`config.mk`:
```
export PLATFORM = sky130hd
export DESIGN_NAME = ws2812_tx
export DESIGN_NICKNAME = d
export VERILOG_FILES = /design/src/rtl/ws2812_pkg.sv /design/src/rtl/ws2812_tx.sv
export SDC_FILE = /design/constraint.sdc
export NUM_CORES = 1
export LEC_CHECK = 0
export BUFFER_PORTS_ARGS = -buffer_cell sky130_fd_sc_hd__buf_4
export CORE_MARGIN = 2
export CORE_UTILIZATION = 55
export CTS_BUF_LIST = sky130_fd_sc_hd__clkbuf_2 sky130_fd_sc_hd__clkbuf_4 sky130_fd_sc_hd__clkbuf_8
export CTS_CLUSTER_DIAMETER = 40
export CTS_CLUSTER_SIZE = 8
export DETAILED_ROUTE_END_ITERATION = 10
export PLACE_DENSITY = 0.89
export SYNTH_ARGS = -nofsm -noshare
export SYNTH_HDL_FRONTEND = slang
export SYNTH_SLANG_ARGS = --single-unit
```
`constraint.sdc`:
```
create_clock -name clk -period 6.2 [get_ports clk]
set_input_delay 0.93 -clock clk [delete_from_list [all_inputs] [get_ports clk]]
set_output_delay 0.93 -clock clk [all_outputs]
set_load 0.02 [all_outputs]
```
`src/rtl/ws2812_pkg.sv`:
```
// Shared types, default 12 MHz timing and the wire-order helper for the WS2812 serializer.
package ws2812_pkg;

    typedef enum logic [1:0] {
        IDLE,
        SEND,
        LATCH
    } ws2812_state_t;

    typedef logic [23:0] rgb_t;

    localparam int DEF_NUM_LEDS = 7;
    localparam int DEF_T0H_CYC  = 4;
    localparam int DEF_T1H_CYC  = 9;
    localparam int DEF_TBIT_CYC = 15;
    localparam int DEF_TRST_CYC = 3600;
    localparam int BITS_PER_LED = 24;

    // WS2812 expects green first, then red, then blue.
    function automatic rgb_t to_grb(input rgb_t c);
        return {c[15:8], c[23:16], c[7:0]};
    endfunction

endpackage

```
`src/rtl/ws2812_tx.sv`:
```
// WS2812 single-wire serializer: snapshots a frame of colours and shifts it out, then latches.
// Build option WS2812_AUTO_REFRESH_EN: resend the current rgb continuously without start.
//
// state | meaning
// IDLE  | line low, waiting for start
// SEND  | shifting shadow frame out, one TBIT_CYC slot per bit
// LATCH | line low for TRST_CYC cycles (also entered from reset)
module ws2812_tx
    import ws2812_pkg::*;
#(
    parameter int NUM_LEDS = DEF_NUM_LEDS,
    parameter int T0H_CYC  = DEF_T0H_CYC,
    parameter int T1H_CYC  = DEF_T1H_CYC,
    parameter int TBIT_CYC = DEF_TBIT_CYC,
    parameter int TRST_CYC = DEF_TRST_CYC
) (
    input  logic                 clk,
    input  logic                 rst_n,
    input  logic                 start,
    input  rgb_t [NUM_LEDS-1:0]  rgb,
    output logic                 busy,
    output logic                 done,
    output logic                 ws
);

    localparam int LW   = (NUM_LEDS > 1) ? $clog2(NUM_LEDS) : 1;
    localparam int BW   = $clog2(BITS_PER_LED);
    localparam int CMAX = (TRST_CYC > TBIT_CYC) ? TRST_CYC : TBIT_CYC;
    localparam int CW   = $clog2(CMAX + 1);

    if (!(T0H_CYC < T1H_CYC && T1H_CYC < TBIT_CYC && TRST_CYC >= 1)) begin : g_bad_timing
        $error("ws2812_tx: need T0H_CYC < T1H_CYC < TBIT_CYC and TRST_CYC >= 1");
    end

    ws2812_state_t       state, state_nx;
    logic [CW-1:0]       cyc;
    logic [CW-1:0]       cyc_inc;
    logic [CW-1:0]       hi_time;
    logic [BW-1:0]       bit_cnt;
    logic [LW-1:0]       led;
    rgb_t [NUM_LEDS-1:0] shadow;
    rgb_t                cur_word;
    logic                cur_bit;
    logic                framed;
    logic                bit_end;
    logic                lat_end;
    logic                last_led_bit;
    logic                last_bit;
    logic                load;

    assign cyc_inc      = cyc + 1'b1;
    assign bit_end      = (cyc == CW'(TBIT_CYC - 1));
    assign lat_end      = (cyc == CW'(TRST_CYC - 1));
    assign last_led_bit = (bit_cnt == BW'(BITS_PER_LED - 1));
    assign last_bit     = bit_end && last_led_bit && (led == LW'(NUM_LEDS - 1));
    assign cur_word     = to_grb(shadow[led]);
    assign cur_bit      = cur_word[BW'(BITS_PER_LED - 1) - bit_cnt];
    assign hi_time      = cur_bit ? CW'(T1H_CYC) : CW'(T0H_CYC);

`ifdef WS2812_AUTO_REFRESH_EN
    assign load = (state == LATCH) && lat_end;
`else
    assign load = (state == IDLE) && start;
`endif

    always_ff @(posedge clk or negedge rst_n) begin
        if (!rst_n) begin
            state <= LATCH;
        end else begin
            state <= state_nx;
        end
    end

    always_comb begin
        state_nx = state;
        case (state)
            IDLE:    if (load) state_nx = SEND;
            SEND:    if (last_bit) state_nx = LATCH;
            LATCH:   if (lat_end) state_nx = load ? SEND : IDLE;
            default: state_nx = LATCH;
        endcase
    end

    always_comb begin
        busy = (state != IDLE);
    end

    // ws is computed one cycle ahead so the pin comes straight from a flop.
    always_ff @(posedge clk or negedge rst_n) begin
        if (!rst_n) begin
            cyc     <= '0;
            bit_cnt <= '0;
            led     <= '0;
            shadow  <= '0;
            framed  <= 1'b0;
            done    <= 1'b0;
            ws      <= 1'b0;
        end else begin
            done <= 1'b0;
            case (state)
                SEND: begin
                    if (bit_end) begin
                        cyc <= '0;
                        ws  <= !last_bit;
                        if (last_led_bit) begin
                            bit_cnt <= '0;
                            led     <= last_bit ? '0 : led + 1'b1;
                        end else begin
                            bit_cnt <= bit_cnt + 1'b1;
                        end
                    end else begin
                        cyc <= cyc_inc;
                        ws  <= (cyc_inc < hi_time);
                    end
                end
                LATCH: begin
                    ws <= 1'b0;
                    if (lat_end) begin
                        cyc    <= '0;
                        done   <= framed;
                        framed <= 1'b0;
                    end else begin
                        cyc <= cyc_inc;
                    end
                end
                default: ws <= 1'b0;
            endcase
            if (load) begin
                shadow  <= rgb;
                cyc     <= '0;
                bit_cnt <= '0;
                led     <= '0;
                framed  <= 1'b1;
                ws      <= 1'b1;
            end
        end
    end

endmodule

```
# Word-level counts from Yosys, hierarchy flattened
# Cells that the tools add are included.
# Widths: inputs -> output; s select.
totals:
  reg_bits: 193
  input_bits: 171
  out_inout_bits: 3
  wordCells: 77
classes:
  addsub: 4
  order_cmp: 3
  eq_ne: 9
  muxes: 31
  reduce_logical: 16
op_table:
  columns: ["op", "count"]
  rows:
  - ["$bmux 24 s3", 1]
  - ["$mux 12", 3]
  - ["$mux 24", 1]
  - ["$pmux 12 s2", 1]
  - ["$mux 5", 4]
  - ["$mux 3", 5]
  - ["$add 12x1->12 const B", 1]
  - ["$eq 12x12->1 const B", 1]
  - ["$eq 12x4->1 const B", 1]
  - ["$lt 12x4->1", 1]
  - ["$reduce_bool 2->1", 6]
  - ["$mux 1", 10]
  - ["$lt 5x6->1 const B", 1]
  - ["$mux 2", 3]
  - ["$ne 2x2->1 const B", 3]
  - ["$pmux 2 s3", 1]
  - ["$reduce_and 3->1", 2]
  - ["$add 5x1->5 const B", 1]
  - ["$bmux 1 s5", 1]
  - ["$eq 5x5->1 const B", 1]
  - ["$sub 5x5->5 const A", 1]
  - ["$lt 3x4->1 const B", 1]
  - ["$mux 4", 1]
  - ["$reduce_and 2->1", 2]
  - ["8 further kinds", 10]

# Depth between registers and ports, before layout
# Gate-level depths: netlist (run 1).
logic_depth:
  ltp_word: 9
  ltp_mapped: 18
  ltp_nobuf: 15

# Worst setup path before layout (run 1)
# No wires, ideal clock.
synth_timing:
  path_type: "register to register"
  from: "register led[0]"
  to: "register ws"
  setup_time_ps: 64
  arrival_ps: 3355
  t_required_ps: 6136
  setup_slack_ps: 2781
  path_stages_with_launch: 19
  n_path_buf: 3
  period_less_slack_ps: 3419
  path_cell_list: "dfrtp_1 buf_4 nor2b_1 buf_4 buf_4 o2bb2ai_1 o21ai_0 a221oi_1 a211oi_1 nor2_1 a21oi_1 ha_1 a21oi_1 nand3_1 o22a_1 nor4_1 nand4_1 o32ai_1 a21o_1"
synth_via:
  elab_chain_len: 9
  elab_cells_between_ends: 12
  classes_between: "order compare: 1; eq/ne: 1; mux: 8; reduce/logical: 2"
synth_lines:
  columns: ["item", "line_no", "rtl"]
  rows:
  - ["start, declared", "ws2812_tx.sv:40", "logic [LW-1:0] led;"]
  - ["start signal, assigned", "ws2812_tx.sv:107", "led <= last_bit ? '0 : led + 1'b1;"]
  - ["$bmux 24 s3", "ws2812_tx.sv:56", "assign cur_word = to_grb(shadow[led]);"]
  - ["$mux 24 (implied by the code)", "ws2812_tx.sv:56", null]
  - ["$bmux 1 s5", "ws2812_tx.sv:57", "assign cur_bit = cur_word[BW'(BITS_PER_LED - 1) - bit_cnt];"]
  - ["$mux 1 (implied by the code)", "ws2812_tx.sv:57", null]
  - ["$mux 4", "ws2812_tx.sv:58", "assign hi_time = cur_bit ? CW'(T1H_CYC) : CW'(T0H_CYC);"]
  - ["$lt 12x4->1", "ws2812_tx.sv:113", "ws <= (cyc_inc < hi_time);"]
  - ["$mux 1 *", "ws2812_tx.sv:102", "if (bit_end) begin"]
  - ["$mux 1 *", "ws2812_tx.sv:100", "case (state)"]
  - ["$mux 1 *", "ws2812_tx.sv:128", "if (load) begin"]
  - ["end signal, assigned", "ws2812_tx.sv:104", "ws <= !last_bit;"]
  - ["end signal, assigned", "ws2812_tx.sv:113", null]
  - ["end, declared", "ws2812_tx.sv:23", "output logic ws"]
# Every way passes the cells marked *; elsewhere a longest branch is shown, timed or not. The select of a mux whose other input is x is not followed.
# A chain may end at the register's enable or synchronous reset.

# Final worst setup path (run 1)
# Same ends and word-level chain as after synthesis.

==> results.py, run 1 <==
metrics = {
    "clocking": {
        "holdBufCountCts": 0,
        "postCtsSetupBuffers": 0,
        "cts_htree_levels": 4,
        "clk_pin_slew_ns": 0.10,
        "clkSinkCount": 193,
        "cts_tree": "done",
        "root_buffer": "clkbuf_8",
        "cts-resized-gates": 0,
        "cts_buffer_depth": 2,
        "cts_buffers": 17,
        "insertion_delay_ns": 0.48,
    },
    "critical_path": {
        "r2r-start": "led[0]$_DFFE_PN0P_",
        "worstRegToRegCells": 15,
        "critPathMaxFanout": 23,
        "cp-end-kind": "register",
        "cp-start-kind": "register",
        "crit_start": "led[0]$_DFFE_PN0P_",
        "critPathKind": "reg -> reg",
        "rrSetupSlack_ns": 1.44,
        "arrival_ns": 5.18,
        "worstReg2RegEnd": "ws$_DFF_PN0_",
        "critPathCapture": "ws$_DFF_PN0_",
        "worstPathRequired_ns": 6.63,
    },
    "finish": {
        "final_area_sq_um": 11140,
        "multiInputGateArea_sq_um": 4254,
        "final_nets": 1066,
        "drive_gt1_frac": 0.4644,
        "antennaDiodeCount": 0,
        "area.sequential_sq_um": 4835,
        "fin_util": 0.6693,
        "fillers": 1204,
        "synthToLayoutAreaGrowth_pct": 18.77,
    },
    "power_and_ir_drop": {
        "intPower_uw": 3370,
        "p_sw_uw": 1951,
        "combPwrFrac": 0.410,
        "cellPowerDensity_nw_per_um2": 477.8,
        "clkPwrFrac": 0.147,
        "p_leak_uw": 0.004787,
        "p_seq_frac": 0.444,
        "sw_frac_of_total": 0.3666,
        "ir_drop_mv": 0.2400,
    },
    "sta": {
        "tightest_slew_ns": 1.126,
        "setup_slack_ns": 1.443,
        "finalHoldViolCount": 0,
        "setup_tns_ns": 0,
        "slew_headroom": 0.2494,
        "finalMaxSlewViolations": 0,
        "setup_viol": 0,
        "fin_crit_ns": 4.757,
        "grt_setup_unrepaired": "false",
        "min_period_over_period": 0.7672,
        "clock_skew_ns": 0.01392,
        "fmax_ghz": 0.2102,
    },
    "placed_design": {
        "globalplace.congestion": 0.9931,
        "place_ws_ns": 1.537,
        "placed_area_sq_um": 10770,
        "hpwl_um": 16230,
        "numPortBuffers": 173,
    },
    "synth": {
        "avgSynthCellArea_sq_um": 12.69,
        "async_flop_share": 1.000,
        "ys_top_cells_by_area": "dfrtp_1 (51%), mux2_2 (22%), mux2i_1 (4.5%)",
        "ys_seq_area_frac": 0.5151,
        "yosysMostFrequentCell": "dfrtp_1",
        "synth_top_area_share": 0.5123,
        "netlist_area_sq_um": 9378,
        "synth_ff_type": "dfrtp_1",
        "synth_common_cells": "dfrtp_1 (192), mux2_2 (185), mux2i_1 (42)",
        "syn_inst": 739,
        "synth_edf_count": 0,
        "ys_types": 55,
        "ys_ff_latch": 193,
        "syn_nets": 918,
        "yosys.area.top_type": "dfrtp_1",
        "ys_warn_count": 0,
    },
    "flow_run": {
        "drv_cap": 0,
    },
    "die": {
        "die_h_um": 134.6,
        "die_x_um": 134.6,
        "dieArea_sq_um": 18110,
        "coreArea_sq_um": 16640,
        "io-pin-count": 174,
        "rows": 47,
        "start_util": 0.5635,
    },
    "worst_hold_path": {
        "hp-class": "in -> async",
    },
    "global_routing": {
        "grt.total_usage": 0.2569,
        "grt_antenna_before_repair": 0,
        "grt_pass1_vias": 6907,
        "grt_max_degree": 94,
        "grt.overflow.total": 0,
        "grt_pass1_wl_um": 36070,
    },
    "outcome": {
        "status": "complete, no violations",
    },
    "route": {
        "ant_nets": 0,
        "drc": 0,
        "wl_per_cell_um": 19.97,
        "detailroute.via_count": 6639,
        "totalWireLength_um": 22370,
        "drt_iter0_drc": 477,
        "via_per_inst": 5.928,
        "firstDrtPassIters": 5,
    },
}
## cell usage in the layout (no fill, tap or decap), types with 4 or more instances in the layout
cell type	count
dfrtp_1	191
mux2_2	185
buf_4	179
mux2i_1	42
nand2_1	31
nor2_1	26
o21ai_0	24
clkbuf_8	20
a21oi_1	16
a22oi_1	13
nand4_1	13
nand3_1	13
a221o_1	12
inv_1	11
a221oi_1	10
nor3_1	9
ha_1	8
nor2b_1	7
mux4_2	7
nor4_1	6
o31ai_1	5
inv_6	5
o41ai_1	4
and3_1	4
## per-layer routing
metal  routed length [um]  up-vias  global-route usage
met2                10980      227              0.4212
met1                 9676     3336              0.3442
met4                  553        0             0.09298
met5                    0        -                   0
met3                 1155       43             0.04917
li1                     -     3033                   -
## how the worst min path moves through the flow
stage	depth (start not counted)	start	endpoint
after floorplan	1	shadow[124]$_DFFE_PN0P_	shadow[124]$_DFFE_PN0P_
after global placement	1	shadow[164]$_DFFE_PN0P_	shadow[164]$_DFFE_PN0P_
after detailed placement	1	shadow[166]$_DFFE_PN0P_	shadow[166]$_DFFE_PN0P_
after CTS	1	shadow[166]$_DFFE_PN0P_	shadow[166]$_DFFE_PN0P_
after global routing	1	shadow[118]$_DFFE_PN0P_	shadow[118]$_DFFE_PN0P_
final	1	rst_n	shadow[147]$_DFFE_PN0P_
## cell type report
class / instances / area share
inverter: 13 / 0.004381
timing repair buffer: 180 / 0.1219
clock inverter: 12 / 0.008874
multi-input combinational: 482 / 0.3819
sequential: 193 / 0.4341
tap: 220 / 0.02471
clock buffer: 20 / 0.02415
## state kept, by name (all words and copies together) (netlist names)
signal and cells:
ws 1, bit_cnt 5, done 1, framed 1
shadow 168, cyc 12, state 2, led 3
## cells by family (layout without fill, tap and decap cells)
logic type      count (synthesis)  in the layout  synth area share
xor+xnor                        6              6          0.005605
buf+inv                        64            225           0.03175
compound gates                107            107           0.08152
mux                           234            234            0.2838
fa+ha+maj                       8              8           0.01067
flops                         193            193            0.5151
simple gates                  127            127           0.07152
## critical path, cell delays in order, from the launching register on
cell and delay (ns):
dfrtp_1 0.93, clkinv_1 0.72, a221o_1 0.53, nand4_1 0.10, a41oi_1 0.15, nor4_1 0.42, nor2_1 0.11, a21oi_1 0.14
ha_1 0.25, a21oi_1 0.20, nand3_1 0.11, o22a_1 0.20, nor4_1 0.28, nand4_1 0.18, o32ai_1 0.26, a21o_1 0.12
## metrics by stage
stage          total power (uW)  instances  hold WS [ns]
2_1_floorplan              3896        739        0.4736
3_3_place_gp               4455       1088        0.4843
3_5_place_dp               4540       1088        0.4930
4_1_cts                    5327       1120        0.5144
5_1_grt                    5673       1120        0.5276
6_report                   5321       1120        0.4888
## power by group through the flow
stage | Clock, uW | Sequential [uW] | Combinational [uW]
after global placement | 0 | 2350 | 2100
after detailed placement | 0 | 2380 | 2170
after global routing | 850 | 2430 | 2390
final | 780 | 2360 | 2180
after floorplan | 0 | 2100 | 1790
after CTS | 793 | 2350 | 2180
No activity file was read; power rests on OpenSTA's default activity.
==> run 2: changes to the inputs <==
--- a/config.mk
+++ b/config.mk
@@ -5,6 +5,7 @@
 export SDC_FILE = /design/constraint.sdc
 export NUM_CORES = 1
 export LEC_CHECK = 0
+export ABC_AREA = 1
 export BUFFER_PORTS_ARGS = -buffer_cell sky130_fd_sc_hd__buf_4
 export CORE_MARGIN = 2
 export CORE_UTILIZATION = 55
==> constraint.sdc (replaced) <==
create_clock -name clk -period 4.6 [get_ports clk]
set_input_delay 0.69 -clock clk [delete_from_list [all_inputs] [get_ports clk]]
set_output_delay 0.69 -clock clk [all_outputs]
set_load 0.02 [all_outputs]
==> run 2 against run 1 <==
Net effect:
- critical path depth grew 7
- sequential share of layout area shrank 0.34 points
- via count grew 32%
- total power shrank 44%
- worst setup slack lost 0.24 ns
- largest power group unchanged
==> results.py, run 2 <==
metrics = {
    "finish": {
        "area.sequential_sq_um": 4835,
        "final_cell_mix": "nand2_1 (559), dfrtp_1 (191), buf_4 (176), nor2_1 (104), nand3_1 (98)",
        "fillers": 1410,
        "top_register": "shadow",
        "antennaDiodeCount": 0,
        "multiInputGateArea_sq_um": 3951,
        "reg_top3": "shadow (168), cyc (12), bit_cnt (5)",
        "synthToLayoutAreaGrowth_pct": 17.89,
        "drive_gt1_frac": 0.1553,
        "layout_commonest_cell": "nand2_1",
        "largest_reg_flops": 168,
        "final_nets": 1583,
    },
    "global_routing": {
        "grt_pass1_wl_um": 40720,
        "grt.total_usage": 0.2842,
        "grt.overflow.total": 0,
        "grt_pass1_vias": 8435,
        "grt_antenna_before_repair": 0,
        "grt_max_degree": 142,
    },
    "clocking": {
        "cts_buffers": 17,
        "cts_buffer_depth": 2,
        "clk_pin_slew_ns": 0.09,
        "root_buffer": "clkbuf_8",
        "insertion_delay_ns": 0.48,
        "holdBufCountCts": 0,
        "postCtsSetupBuffers": 0,
        "cts_htree_levels": 4,
        "clkSinkCount": 193,
        "cts-resized-gates": 0,
        "cts_tree": "done",
    },
    "outcome": {
        "status": "complete, no violations",
    },
    "route": {
        "detailroute.via_count": 8748,
        "drt_iter0_drc": 799,
        "via_per_inst": 5.328,
        "firstDrtPassIters": 7,
        "top_layer": "met4",
        "wl_per_cell_um": 15.35,
        "wl_met3_um": 1549,
        "ant_nets": 0,
        "drc": 0,
        "wl_met1_um": 10500,
        "totalWireLength_um": 25210,
        "wl_met2_um": 12090,
    },
    "synth": {
        "synth_common_cells": "nand2_1 (560), dfrtp_1 (192), nor2_1 (104)",
        "ys_ff_latch": 193,
        "synth_top_area_share": 0.5045,
        "synth_ff_type": "dfrtp_1",
        "syn_nets": 1457,
        "netlist_area_sq_um": 9523,
        "avgSynthCellArea_sq_um": 7.451,
        "synth_edf_count": 0,
        "yosys.area.top_type": "dfrtp_1",
        "ys_top_cells_by_area": "dfrtp_1 (50%), nand2_1 (22%), nand3_1 (5.2%)",
        "async_flop_share": 1.000,
        "syn_inst": 1278,
        "ys_types": 29,
        "ys_warn_count": 0,
        "ys_seq_area_frac": 0.5073,
        "yosysMostFrequentCell": "nand2_1",
    },
    "sta": {
        "finalMaxSlewViolations": 0,
        "min_period_over_period": 0.7374,
        "finalHoldViolCount": 0,
        "fin_hold_ws_ns": 0.3791,
        "setup_tns_ns": 0,
        "slew_headroom": 0.3196,
        "setup_viol": 0,
        "tightest_slew_ns": 1.021,
        "fin_crit_ns": 3.392,
        "clock_skew_ns": 0.01122,
        "grt_setup_unrepaired": "false",
        "fmax_ghz": 0.2948,
    },
    "placed_design": {
        "globalplace.congestion": 0.8897,
        "hpwl_um": 17460,
        "numPortBuffers": 173,
    },
    "power_and_ir_drop": {
        "ir_drop_mv": 0.1647,
        "cellPowerDensity_nw_per_um2": 267.5,
        "p_leak_uw": 0.006014,
    },
    "critical_path": {
        "worstRegToRegCells": 22,
        "critPathKind": "reg -> reg",
        "crit_slowest_cell": "dfrtp_4",
        "critPathMaxFanout": 63,
        "rrSetupSlack_ns": 1.21,
        "arrival_ns": 3.81,
        "slowest_delay_ns": 0.68,
        "r2r-start": "led[0]$_DFFE_PN0P_",
        "timing.critical_path.mode_cell": "nand2_1",
        "critPathCapture": "ws$_DFF_PN0_",
        "worstPathRequired_ns": 5.01,
        "cp-start-kind": "register",
        "crit_start": "led[0]$_DFFE_PN0P_",
        "worstPathCellList": "inv_4 -> o21ai_0 -> nand3_1 -> nand3_1 -> nand2_1 -> nand2_1 -> nand2_1 -> inv_1 -> nand2_1 -> nand2_1 -> nand2_2 -> inv_1 -> ha_1 -> a21oi_1 -> nand2_1 -> nor2_1 -> nand4_1 -> nor2_1 -> nand2_1 -> nand2_1 -> nand2_1 -> nand2_1",
        "worstReg2RegEnd": "ws$_DFF_PN0_",
        "cp-end-kind": "register",
    },
    "die": {
        "start_util": 0.5564,
        "coreArea_sq_um": 17120,
        "die_x_um": 135.6,
        "io-pin-count": 174,
        "dieArea_sq_um": 18380,
        "rows": 48,
        "die_h_um": 135.6,
    },
    "worst_hold_path": {
        "hp-class": "in -> async",
    },
    "flow_run": {
        "drv_cap": 0,
    },
}
-- run 2: worst max-delay path: cells and delay by family, from the launching register on --
family | cells | cell delay, ns
simple gates | 16 | 1.22
buf+inv | 3 | 0.61
compound gates | 2 | 0.47
fa+ha+maj | 1 | 0.28
flops | 1 | 0.68
-- run 2: cells by family (layout without fill, tap and decap cells) --
| logic type | after synthesis | in the layout | synth area share |
|---|---|---|---|
| flip-flops | 193 | 193 | 0.5073 |
| XOR/XNOR | 10 | 10 | 0.009198 |
| adder cells (fa/ha/maj) | 8 | 8 | 0.01051 |
| buffers and inverters | 167 | 306 | 0.07857 |
| AND/OR/NAND/NOR | 777 | 777 | 0.3228 |
| AO/OA/AOI/OAI | 123 | 123 | 0.07161 |
-- run 2: layer usage --
metal	up-vias	global-route usage
met5	-	0
met1	4075	0.3737
met3	76	0.05051
met4	0	0.1487
met2	361	0.4529
li1	4236	-
-- run 2: through the flow --
step	total power [uW]	area [sq um]	util	std cells	worst slack, ns
after global placement	1875	10810	0.6315	1610	1.367
after detailed placement	1876	10810	0.6315	1610	1.321
after global routing	3094	11230	0.6559	1642	0.9287
after CTS	3008	11230	0.6559	1642	1.264
after floorplan	1729	9523	-	1278	2.184
final	3004	11230	0.6559	1642	1.208
-- run 2: area by class of cell --
cell class | instances | share of cell area
sequential | 193 | 0.4306
multi-input combinational | 918 | 0.3519
timing repair buffer | 179 | 0.1225
inverter | 95 | 0.03265
clock buffer | 21 | 0.02574
tap | 225 | 0.02508
clock inverter | 11 | 0.01148
-- run 2: worst min path at each step --
stage | start | endpoint | slack [ns] | cells after the start
final | rst_n | shadow[47]$_DFFE_PN0P_ | 0.38 | 1
after detailed placement | shadow[7]$_DFFE_PN0P_ | shadow[7]$_DFFE_PN0P_ | 0.46 | 2
after global placement | framed$_DFFE_PN0P_ | framed$_DFFE_PN0P_ | 0.45 | 2
after floorplan | rst_n | bit_cnt[0]$_DFFE_PN0P_ | 0.39 | 0
after CTS | rgb[105] | shadow[105]$_DFFE_PN0P_ | 0.38 | 3
after global routing | rgb[55] | shadow[55]$_DFFE_PN0P_ | 0.38 | 3
-- run 2: where the power goes --
group	internal [uW]	switching, uW
Sequential	1700	0
Combinational	91.4	53.8
Clock	543	621
Total	2330	674
==> run 3: changes to the inputs <==
--- a/config.mk
+++ b/config.mk
@@ -8,12 +8,12 @@
 export ABC_AREA = 1
 export BUFFER_PORTS_ARGS = -buffer_cell sky130_fd_sc_hd__buf_4
 export CORE_MARGIN = 2
-export CORE_UTILIZATION = 55
+export CORE_UTILIZATION = 52
 export CTS_BUF_LIST = sky130_fd_sc_hd__clkbuf_2 sky130_fd_sc_hd__clkbuf_4 sky130_fd_sc_hd__clkbuf_8
 export CTS_CLUSTER_DIAMETER = 40
 export CTS_CLUSTER_SIZE = 8
 export DETAILED_ROUTE_END_ITERATION = 10
-export PLACE_DENSITY = 0.89
+export PLACE_DENSITY = 0.88
 export SYNTH_ARGS = -nofsm -noshare
 export SYNTH_HDL_FRONTEND = slang
 export SYNTH_SLANG_ARGS = --single-unit
==> constraint.sdc (replaced) <==
create_clock -name clk -period 3.1 [get_ports clk]
set_input_delay 0.465 -clock clk [delete_from_list [all_inputs] [get_ports clk]]
set_output_delay 0.465 -clock clk [all_outputs]
set_load 0.02 [all_outputs]
==> run 3 against run 2 <==
Net effect:
- design area is 3.8% higher
- clock skew fell by 0.0012 ns
- critical path depth unchanged
- clock power rose by 49%
- combinational power up 52%
- worst hold slack got worse by 0.36 ns
- die area is 5.6% higher
- sequential power grew 48%
- final cell count increased by 1.6%
- non-clock buffer count grew 22
- total power is 49% higher
- clock-buffer cell count decreased by 4
==> results.py, run 3 (synthesis results as in run 2) <==
metrics = {
    "clocking": {
        "insertion_delay_ns": 0.49,
        "cts_htree_levels": 4,
        "cts_tree": "done",
        "cts_buffer_depth": 2,
        "clk_pin_slew_ns": 0.10,
        "root_buffer": "clkbuf_8",
        "clkSinkCount": 193,
        "cts_buffers": 17,
    },
    "finish": {
        "largest_reg_flops": 168,
        "final_nets": 1606,
        "final_cell_mix": "nand2_1 (559), dfrtp_1 (191), buf_4 (184), nor2_1 (104), nand3_1 (94)",
        "top_register": "shadow",
        "antennaDiodeCount": 0,
        "synthToLayoutAreaGrowth_pct": 22.35,
        "layout_commonest_cell": "nand2_1",
        "drive_gt1_frac": 0.1757,
        "fillers": 1529,
        "reg_top3": "shadow (168), cyc (12), bit_cnt (5)",
    },
    "sta": {
        "slew_headroom": 0.5265,
        "min_period_over_period": 0.9167,
        "setup_slack_ns": 0.2581,
        "tightest_slew_ns": 0.7102,
        "fmax_ghz": 0.3519,
        "clock_skew_ns": 0.01004,
        "fin_crit_ns": 2.842,
        "setup_viol": 0,
        "grt_setup_unrepaired": "false",
        "finalMaxSlewViolations": 0,
        "finalHoldViolCount": 0,
        "setup_tns_ns": 0,
    },
    "route": {
        "detailroute.via_count": 9033,
        "totalWireLength_um": 27090,
        "via_per_inst": 5.412,
        "drt_iter0_drc": 693,
        "drc": 0,
        "wl_per_cell_um": 16.23,
        "ant_nets": 0,
        "firstDrtPassIters": 8,
    },
    "critical_path": {
        "arrival_ns": 3.27,
        "slowest_delay_ns": 0.61,
        "rrSetupSlack_ns": 0.26,
        "worstPathCellList": "buf_12 -> clkbuf_16 -> nand2_1 -> nand3_1 -> nand3_1 -> nand3_1 -> a21oi_2 -> nor2_1 -> nand2_1 -> nand3_1 -> nand2_2 -> inv_2 -> ha_4 -> a21oi_2 -> nand2_1 -> nor2_1 -> nand4_1 -> nor2_1 -> nand2_1 -> nand2_1 -> nand2_1 -> nand2_1",
        "worst-path-buf-inv": 3,
        "critPathKind": "reg -> reg",
        "critical-path-top-delay-family": "simple AND/OR/NAND/NOR gates",
        "critPathMaxFanout": 22,
        "cp-start-kind": "register",
        "cp-end-kind": "register",
        "crit_slowest_cell": "dfrtp_4",
        "worstPathRequired_ns": 3.53,
        "timing.critical_path.mode_cell": "nand2_1",
    },
    "power_and_ir_drop": {
        "intPower_uw": 3398,
        "p_leak_uw": 0.006229,
        "sw_frac_of_total": 0.2395,
        "clkPwrFrac": 0.388,
        "combPwrFrac": 0.049,
        "ir_drop_mv": 0.2705,
        "p_sw_uw": 1070,
        "p_seq_frac": 0.563,
        "cellPowerDensity_nw_per_um2": 383.5,
    },
    "die": {
        "start_util": 0.5301,
        "io-pin-count": 174,
        "rows": 49,
        "coreArea_sq_um": 17960,
        "die_x_um": 139.3,
        "dieArea_sq_um": 19410,
        "die_h_um": 139.3,
    },
    "placed_design": {
        "numPortBuffers": 173,
        "hpwl_um": 18280,
        "globalplace.congestion": 0.9141,
        "place_ws_ns": 0.2373,
    },
    "outcome": {
        "status": "complete, no violations",
    },
    "flow_run": {
        "drv_cap": 0,
    },
    "global_routing": {
        "grt_antenna_before_repair": 0,
        "grt_max_degree": 144,
        "grt.overflow.total": 0,
        "grt_pass1_vias": 8833,
        "grt.total_usage": 0.2725,
        "grt_pass1_wl_um": 42510,
    },
    "worst_hold_path": {
        "hp-class": "in -> async",
    },
}
run 3: final cells by class:
type,instances,area [sq um],area share
Timing Repair Buffer,201,1734,0.1488
Sequential cell,193,4835,0.4149
Clock buffer,17,234.0,0.02008
Multi-Input combinational cell,918,3999,0.3432
Timing Repair inverter,1,8.758,0.0007517
Inverter,95,376.6,0.03232
Clock inverter,15,177.7,0.01525
Tap cell,229,286.5,0.02459
run 3: repair_timing:
item                                    CTS  global route
resized for setup                         0            18
endpoints found under the setup margin    0             1
hold buffers                              0             0
buffers inserted                          0             4
run 3: path summary, 6_finish.rpt:
check / start / to / depth (start not counted)
min in group clk: rgb[130] / shadow[130]$_DFFE_PN0P_ / 3
max in group asynchronous: rst_n / shadow[150]$_DFFE_PN0P_ / 2
hold reg to reg: framed$_DFFE_PN0P_ / framed$_DFFE_PN0P_ / 2
hold / removal: rst_n / shadow[20]$_DFFE_PN0P_ / 1
setup / recovery: led[0]$_DFFE_PN0P_ / ws$_DFF_PN0_ / 22
setup reg to reg: led[0]$_DFFE_PN0P_ / ws$_DFF_PN0_ / 22
run 3: per-layer routing:
| metal | track usage | up-vias | part of all wire |
|---|---|---|---|
| met2 | 0.4399 | 456 | 0.47 |
| met4 | 0.1308 | 0 | 0.042 |
| met5 | 0 | - | 0 |
| met1 | 0.3603 | 4199 | 0.41 |
| met3 | 0.04680 | 95 | 0.076 |
| li1 | - | 4283 | - |
run 3: power groups by stage:
stage | registers, uW | logic [uW] | clock network (uW)
detailed placement | 2570 | 223 | 0
CTS | 2520 | 224 | 1740
finish | 2520 | 220 | 1730
floorplan | 2570 | 0.000985 | 0
global placement | 2570 | 220 | 0
global route | 2520 | 243 | 1840
run 3: stage by stage:
step | hold WS, ns | util | cells | total power (uW) | area, sq um
floorplan | 0.1694 | - | 1278 | 2566 | 9523
global placement | 0.4540 | 0.6112 | 1626 | 2785 | 10980
detailed placement | 0.4626 | 0.6112 | 1626 | 2788 | 10980
CTS | 0.04429 | 0.6341 | 1658 | 4483 | 11390
global route | 0.07655 | 0.6486 | 1669 | 4596 | 11650
finish | 0.01985 | 0.6486 | 1669 | 4468 | 11650
